<file path="src/rtl/csr_pkg.sv">
// Shared definitions for the qtcore CSR bank: register addresses and STATUS_CTRL bit positions.
package csr_pkg;

    localparam logic [2:0] CSR_SEGEXE_L = 3'd0;
    localparam logic [2:0] CSR_SEGEXE_H = 3'd1;
    localparam logic [2:0] CSR_IO_IN    = 3'd2;
    localparam logic [2:0] CSR_IO_OUT   = 3'd3;
    localparam logic [2:0] CSR_CNT_L    = 3'd4;
    localparam logic [2:0] CSR_CNT_H    = 3'd5;
    localparam logic [2:0] CSR_STATUS   = 3'd6;
    localparam logic [2:0] CSR_TEMP     = 3'd7;

    localparam int ST_CNT_EN  = 0;
    localparam int ST_INT_EN  = 1;
    localparam int ST_OVF     = 2;
    localparam int ST_CNT_CLR = 3;

    // One-hot select for an 8-entry CSR address.
    function automatic logic [7:0] addr_decode(input logic [2:0] a);
        return 8'd1 << a;
    endfunction

endpackage

</file>
<file path="src/rtl/csr_scan_reg.sv">
// Plain read/write CSR that also forms one WIDTH-bit segment of the bank scan chain.
module csr_scan_reg #(
    parameter int WIDTH = 8
) (
    input  logic             clk,
    input  logic             rst_n,
    input  logic             scan_enable,
    input  logic             scan_in,
    input  logic             load_en,
    input  logic [WIDTH-1:0] load_data,
    output logic [WIDTH-1:0] q,
    output logic             scan_out
);

    logic [WIDTH-1:0] q_r;

    // Shift has priority over the parallel load.
    always_ff @(posedge clk or negedge rst_n) begin
        if (!rst_n) begin
            q_r <= '0;
        end else if (scan_enable) begin
            q_r <= {q_r[WIDTH-2:0], scan_in};
        end else if (load_en) begin
            q_r <= load_data;
        end
    end

    assign q        = q_r;
    assign scan_out = q_r[WIDTH-1];

endmodule

</file>
<file path="src/rtl/csr_bank_timer.sv">
// qtcore CSR bank: eight WIDTH-bit registers, a 2*WIDTH-bit overflow counter with
// coherent high-half read, synchronised IO input, and a full-bank scan chain.
module csr_bank_timer
    import csr_pkg::*;
#(
    parameter int WIDTH       = 8,
    parameter int SYNC_STAGES = 2
) (
    input  logic             clk,
    input  logic             rst,
    input  logic [2:0]       addr,
    input  logic [WIDTH-1:0] data_in,
    input  logic             wr_enable,
    input  logic             rd_enable,
    input  logic [WIDTH-1:0] IO_IN,
    input  logic             scan_enable,
    input  logic             scan_in,
    output logic [WIDTH-1:0] data_out,
    output logic [WIDTH-1:0] SEGEXE_L_OUT,
    output logic [WIDTH-1:0] SEGEXE_H_OUT,
    output logic [WIDTH-1:0] IO_OUT,
    output logic             INT_OUT,
    output logic             scan_out
);

    localparam int             CW      = 2 * WIDTH;
    localparam logic [CW-1:0]  CNT_ONE = CW'(1);

    logic [7:0]       wr_sel_s;
    logic [WIDTH-1:0] csr0_s, csr1_s, csr3_s, csr7_s;
    logic             csr0_so_s, csr1_so_s, csr3_so_s;
    logic [WIDTH-1:0] io_r, cnt_l_r, cnt_h_r, status_r, shadow_r;
    logic [WIDTH-1:0] io_src_s, status_nxt_s;
    logic [CW-1:0]    cnt_s, cnt_nxt_s;
    logic             cnt_clr_s, cnt_inc_s, ovf_set_s;

    // Writes are suppressed entirely while the chain is shifting.
    assign wr_sel_s = (wr_enable && !scan_enable) ? addr_decode(addr) : 8'd0;
    assign cnt_s    = {cnt_h_r, cnt_l_r};

    csr_scan_reg #(.WIDTH(WIDTH)) u_segexe_l (
        .clk         (clk),
        .rst_n       (rst),
        .scan_enable (scan_enable),
        .scan_in     (scan_in),
        .load_en     (wr_sel_s[CSR_SEGEXE_L]),
        .load_data   (data_in),
        .q           (csr0_s),
        .scan_out    (csr0_so_s)
    );

    csr_scan_reg #(.WIDTH(WIDTH)) u_segexe_h (
        .clk         (clk),
        .rst_n       (rst),
        .scan_enable (scan_enable),
        .scan_in     (csr0_so_s),
        .load_en     (wr_sel_s[CSR_SEGEXE_H]),
        .load_data   (data_in),
        .q           (csr1_s),
        .scan_out    (csr1_so_s)
    );

    csr_scan_reg #(.WIDTH(WIDTH)) u_io_out (
        .clk         (clk),
        .rst_n       (rst),
        .scan_enable (scan_enable),
        .scan_in     (io_r[WIDTH-1]),
        .load_en     (wr_sel_s[CSR_IO_OUT]),
        .load_data   (data_in),
        .q           (csr3_s),
        .scan_out    (csr3_so_s)
    );

    csr_scan_reg #(.WIDTH(WIDTH)) u_temp (
        .clk         (clk),
        .rst_n       (rst),
        .scan_enable (scan_enable),
        .scan_in     (status_r[WIDTH-1]),
        .load_en     (wr_sel_s[CSR_TEMP]),
        .load_data   (data_in),
        .q           (csr7_s),
        .scan_out    (scan_out)
    );

    // CSR 2 is the last synchroniser stage; the front stages live here.
    generate
        if (SYNC_STAGES > 1) begin : g_front
            logic [WIDTH-1:0] front_r [SYNC_STAGES-1];

            // Front synchroniser stages run freely; they are not part of the chain.
            always_ff @(posedge clk or negedge rst) begin
                if (!rst) begin
                    for (int i = 0; i < SYNC_STAGES - 1; i++) front_r[i] <= '0;
                end else begin
                    front_r[0] <= IO_IN;
                    for (int i = 1; i < SYNC_STAGES - 1; i++) front_r[i] <= front_r[i-1];
                end
            end

            assign io_src_s = front_r[SYNC_STAGES-2];
        end else begin : g_direct
            assign io_src_s = IO_IN;
        end
    endgenerate

    // Counter next value: clear, then half-writes, then increment.
    always_comb begin
        cnt_clr_s = wr_sel_s[CSR_STATUS] & data_in[ST_CNT_CLR];
        cnt_inc_s = status_r[ST_CNT_EN] & ~scan_enable;
        ovf_set_s = 1'b0;
        if (cnt_clr_s) begin
            cnt_nxt_s = '0;
        end else if (wr_sel_s[CSR_CNT_L]) begin
            cnt_nxt_s = {cnt_h_r, data_in};
        end else if (wr_sel_s[CSR_CNT_H]) begin
            cnt_nxt_s = {data_in, cnt_l_r};
        end else if (cnt_inc_s) begin
            cnt_nxt_s = cnt_s + CNT_ONE;
            ovf_set_s = &cnt_s;
        end else begin
            cnt_nxt_s = cnt_s;
        end
    end

    // STATUS next value: OVF is W1C but a same-edge overflow keeps it set.
    always_comb begin
        status_nxt_s = status_r;
        if (wr_sel_s[CSR_STATUS]) begin
            status_nxt_s         = data_in;
            status_nxt_s[ST_OVF] = ovf_set_s | (status_r[ST_OVF] & ~data_in[ST_OVF]);
        end else begin
            status_nxt_s[ST_CNT_CLR] = 1'b0;
            status_nxt_s[ST_OVF]     = status_r[ST_OVF] | ovf_set_s;
        end
    end

    // In-top chain segment: CSR1 -> IO_IN -> (CSR3) -> CNT_L -> CNT_H -> STATUS -> (CSR7).
    always_ff @(posedge clk or negedge rst) begin
        if (!rst) begin
            io_r     <= '0;
            cnt_l_r  <= '0;
            cnt_h_r  <= '0;
            status_r <= '0;
        end else if (scan_enable) begin
            io_r     <= {io_r[WIDTH-2:0], csr1_so_s};
            cnt_l_r  <= {cnt_l_r[WIDTH-2:0], csr3_so_s};
            cnt_h_r  <= {cnt_h_r[WIDTH-2:0], cnt_l_r[WIDTH-1]};
            status_r <= {status_r[WIDTH-2:0], cnt_h_r[WIDTH-1]};
        end else begin
            io_r               <= io_src_s;
            {cnt_h_r, cnt_l_r} <= cnt_nxt_s;
            status_r           <= status_nxt_s;
        end
    end

    // Shadow of the high half, captured when the low half is read.
    always_ff @(posedge clk or negedge rst) begin
        if (!rst) begin
            shadow_r <= '0;
        end else if (wr_sel_s[CSR_CNT_H]) begin
            shadow_r <= data_in;
        end else if (rd_enable && (addr == CSR_CNT_L)) begin
            shadow_r <= cnt_h_r;
        end
    end

    // Read mux; CNT_CLR always reads back as zero.
    always_comb begin
        data_out = '0;
        case (addr)
            CSR_SEGEXE_L: data_out = csr0_s;
            CSR_SEGEXE_H: data_out = csr1_s;
            CSR_IO_IN:    data_out = io_r;
            CSR_IO_OUT:   data_out = csr3_s;
            CSR_CNT_L:    data_out = cnt_l_r;
            CSR_CNT_H:    data_out = shadow_r;
            CSR_STATUS: begin
                data_out             = status_r;
                data_out[ST_CNT_CLR] = 1'b0;
            end
            CSR_TEMP:     data_out = csr7_s;
            default:      data_out = '0;
        endcase
    end

    assign SEGEXE_L_OUT = csr0_s;
    assign SEGEXE_H_OUT = csr1_s;
    assign IO_OUT       = csr3_s;
    assign INT_OUT      = status_r[ST_OVF] & status_r[ST_INT_EN];

endmodule

</file>
<file path="config.mk">
export PLATFORM = sky130hd
export DESIGN_NAME = csr_bank_timer
export DESIGN_NICKNAME = d
export VERILOG_FILES = /design/src/rtl/csr_pkg.sv /design/src/rtl/csr_scan_reg.sv /design/src/rtl/csr_bank_timer.sv
export SDC_FILE = /design/constraint.sdc
export NUM_CORES = 1
export LEC_CHECK = 0
export ABC_AREA = 1
export BUFFER_PORTS_ARGS = -buffer_cell sky130_fd_sc_hd__buf_2
export CAP_MARGIN = 20
export CELL_PAD_IN_SITES_DETAIL_PLACEMENT = 0
export CELL_PAD_IN_SITES_GLOBAL_PLACEMENT = 1
export CORE_MARGIN = 4
export CORE_UTILIZATION = 30
export CTS_CLUSTER_SIZE = 20
export DETAILED_ROUTE_END_ITERATION = 8
export HOLD_SLACK_MARGIN = 0.12
export PLACE_DENSITY = 0.61
export SYNTH_ARGS = -nofsm -noshare
export SYNTH_HDL_FRONTEND = slang
export SYNTH_SLANG_ARGS = --single-unit
</file>
<file path="constraint.sdc">
create_clock -name clk -period 4.76 [get_ports clk]
set_clock_uncertainty 0.05 [all_clocks]
set_input_delay 0.238 -clock clk [delete_from_list [all_inputs] [get_ports clk]]
set_output_delay 0.238 -clock clk [all_outputs]
set_load 0.03 [all_outputs]
</file>
==> metrics <==
cts repair resizes 0; setup violators final 0; sequential standard cell area 0.00200 mm^2; FP Rows 44; fin nets 688; port buffer count 58; multi-input logic area 0.00213 mm^2; drt first-iter violations 301; first-pass GRT wire length about 24 mm; Crit Path Class in -> reg; Die X 131 um; syn_nets 626; area post-placement 0.00499 mm^2; Slew HR 0.600; minimum clock period after layout 2.07 ns; Slew Viols, Final 0; core area 0.0147 mm^2; TNS Setup 0 ns; synthesized cell area 0.00456 mm^2; maximum number of pins on one net before global-route repair 81; chip height 131 um; crit-path cells buf_2 > inv_6 > nand2_2 > nor2_4 > nor2_1 > nor3_4 > inv_4 > nor2_2 > a21oi_1; DP Wirelength 11.0 mm; DR pass1 iterations 5; design area 0.00541 mm^2; Least-Margin Pin Slew 0.600 ns; antenna cell count 0; P&R area growth vs syn 18.7%; Final period util 0.435; routed length on met1 7.51 mm; placed instance count roughly 800; grt total ovfl 0; initial antenna violation count 0; DR WL met2 6.73 mm; Synth area leaders dfrtp_1 (44%), nand2_1 (15%), inv_1 (6.3%); hold_buf cts 10; fin cells 851; post-synthesis cell count 600; clk sinks 80; number of CTS-inserted buffers 9; DR WL met3 707 um; number of synthesized register bits 80; Final Wtd Congestion 0.847; GRT Total Usage 0.178; required time worst endpoint 4.95 ns; Fill cells 1573; wirelength, routed 15.2 mm; CTS Buffer Depth 2; count of yosys warnings during synthesis 0; via count 4403; CP Max Fanout 55; Post-CTS Repair Setup Buffers 0; Clock Latency Late Sink 0.35 ns; highest metal layer with signal wires met4; status finished clean; Synth cell types 36; Arrival @ worst endpoint 2.26 ns; top cell type's share of synthesized area 0.439; layout cell share with drive strength beyond 1 0.165; Pleak 2.59 nW; Post-DRT Antenna Nets 0; maximum clock rate 483 MHz; routed len/inst 17.8 um; Seq/Total Area, Yosys 0.439; Mean Syn Cell Area 7.60 um^2; RSZ-0062 raised after global routing no; die area 0.0172 mm^2; Critical Path Start Type input pin; Clock transition at path regs 0.07 ns; post-layout util 0.368; Hold/Removal Path Class in -> reg; worst vdd ir 0.000192 V; reg2reg setup slack 2.81 ns; Crit path largest cell delay about 0.50 ns; CP max stage cell nor2_4; number of remaining DRC errors 0; Power per Cell Area ~460 mW/mm^2; Yosys top cell by area dfrtp_1; CTS tree done; DR vias/cell roughly 5.2; Crit. End Element flip-flop; initial core utilization 0.310; CTS root buf clkbuf_16; vias in the first global route 4402; max cap viols 0; Hold Vio Cnt, Final 0; total I/O pin count 59; Hold Slack 0.141 ns; htree depth 3
cell usage after synthesis:
library cell	instances
a211oi_1	2
a21oi_1	14
a21oi_2	5
a21oi_4	1
a22oi_1	2
a31oi_1	1
buf_2	3
buf_4	6
buf_6	1
clkbuf_1	9
dfrtp_1	80
ha_1	1
inv_1	76
inv_2	5
inv_4	2
inv_6	1
nand2_1	187
nand2_2	3
nand2_4	1
nand3_1	34
nand3_2	3
nand3_4	2
nand4_1	1
nor2_1	42
nor2_2	3
nor2_4	6
nor3_1	3
nor3_4	1
o211ai_1	18
o21ai_0	43
o21ai_1	2
o21ai_4	1
o221ai_1	25
o22ai_1	14
o2bb2ai_1	1
xnor2_1	1
path summary, 6_finish.rpt:
kind,depth (start not counted),end,start
min in group asynchronous,2,u_segexe_l.q[5]$_DFFE_PN0P_,rst
hold / removal,3,status_r[0]$_DFFE_PN0P_,data_in[0]
setup / recovery,9,cnt_l_r[6]$_DFFE_PN0P_,scan_enable
max in group asynchronous,3,cnt_l_r[2]$_DFFE_PN0P_,rst
setup reg to reg,9,cnt_h_r[4]$_DFFE_PN0P_,cnt_l_r[1]$_DFFE_PN0P_
hold reg to reg,2,io_r[4]$_DFF_PN0_,g_front.front_r[4]$_DFF_PN0_
where the power goes:
part | total [W] | leakage [nW] | switching, W | internal [W]
clock | 0.000722 | 0.148 | 0.000310 | 0.000413
combinational | 0.000740 | 1.43 | 0.000496 | 0.000244
sequential | 0.00102 | 1.00 | 0.000185 | 0.000834
per-stage QoR:
step                worst slack, ns  power (W)
floorplan                      3.20    0.00150
global placement               2.38    0.00176
detailed placement             2.33    0.00176
CTS                            2.70    0.00250
global route                   2.49    0.00265
finish                         2.69    0.00248
final cells by class:
type	count	area share
repair buffers	70	0.0777
flip-flops and latches	80	0.370
multi-input cells	417	0.393
well taps	184	0.0425
clock buffers	9	0.0416
clock inverters	7	0.0148
inverters	84	0.0601
state kept, by name (all words and copies together) (netlist names):
signal and flops:
cnt_l_r 8, g_front.front_r 8, u_temp.q 8, u_segexe_l.q 8, io_r 8, u_io_out.q 8, cnt_h_r 8, shadow_r 8
status_r 8, u_segexe_h.q 8
logic make-up after synthesis:
logic type | synth area share
and+or+nand+nor | 0.274
AOI/OAI and AO/OA | 0.188
buffers and inverters | 0.0944
DFF | 0.439
xor gates and xnor gates | 0.00192
adders and majority gates | 0.00274
routing by layer:
| metal | up-vias | global-route usage |
|---|---|---|
| li1 | 2117 | - |
| met5 | - | 0 |
| met4 | 0 | 0.0502 |
| met1 | 2153 | 0.261 |
| met3 | 19 | 0.0325 |
| met2 | 114 | 0.269 |
worst max-delay path, delay by kind of cell:
| family | cells | cell delay, ns |
|---|---|---|
| and+or+nand+nor | 5 | 1.41 |
| buffers and inverters | 3 | 0.55 |
| AOI/OAI and AO/OA | 1 | 0.05 |
layout by cell type (no fill, tap or decap), types with 14 or more instances in the layout:
cell type,n
nand2_1,187
dfrtp_1,80
inv_1,76
buf_2,57
o21ai_0,43
nor2_1,42
nand3_1,34
o221ai_1,25
o211ai_1,18
o22ai_1,14
a21oi_1,14
Note: power is estimated with default switching activity, not from simulation.
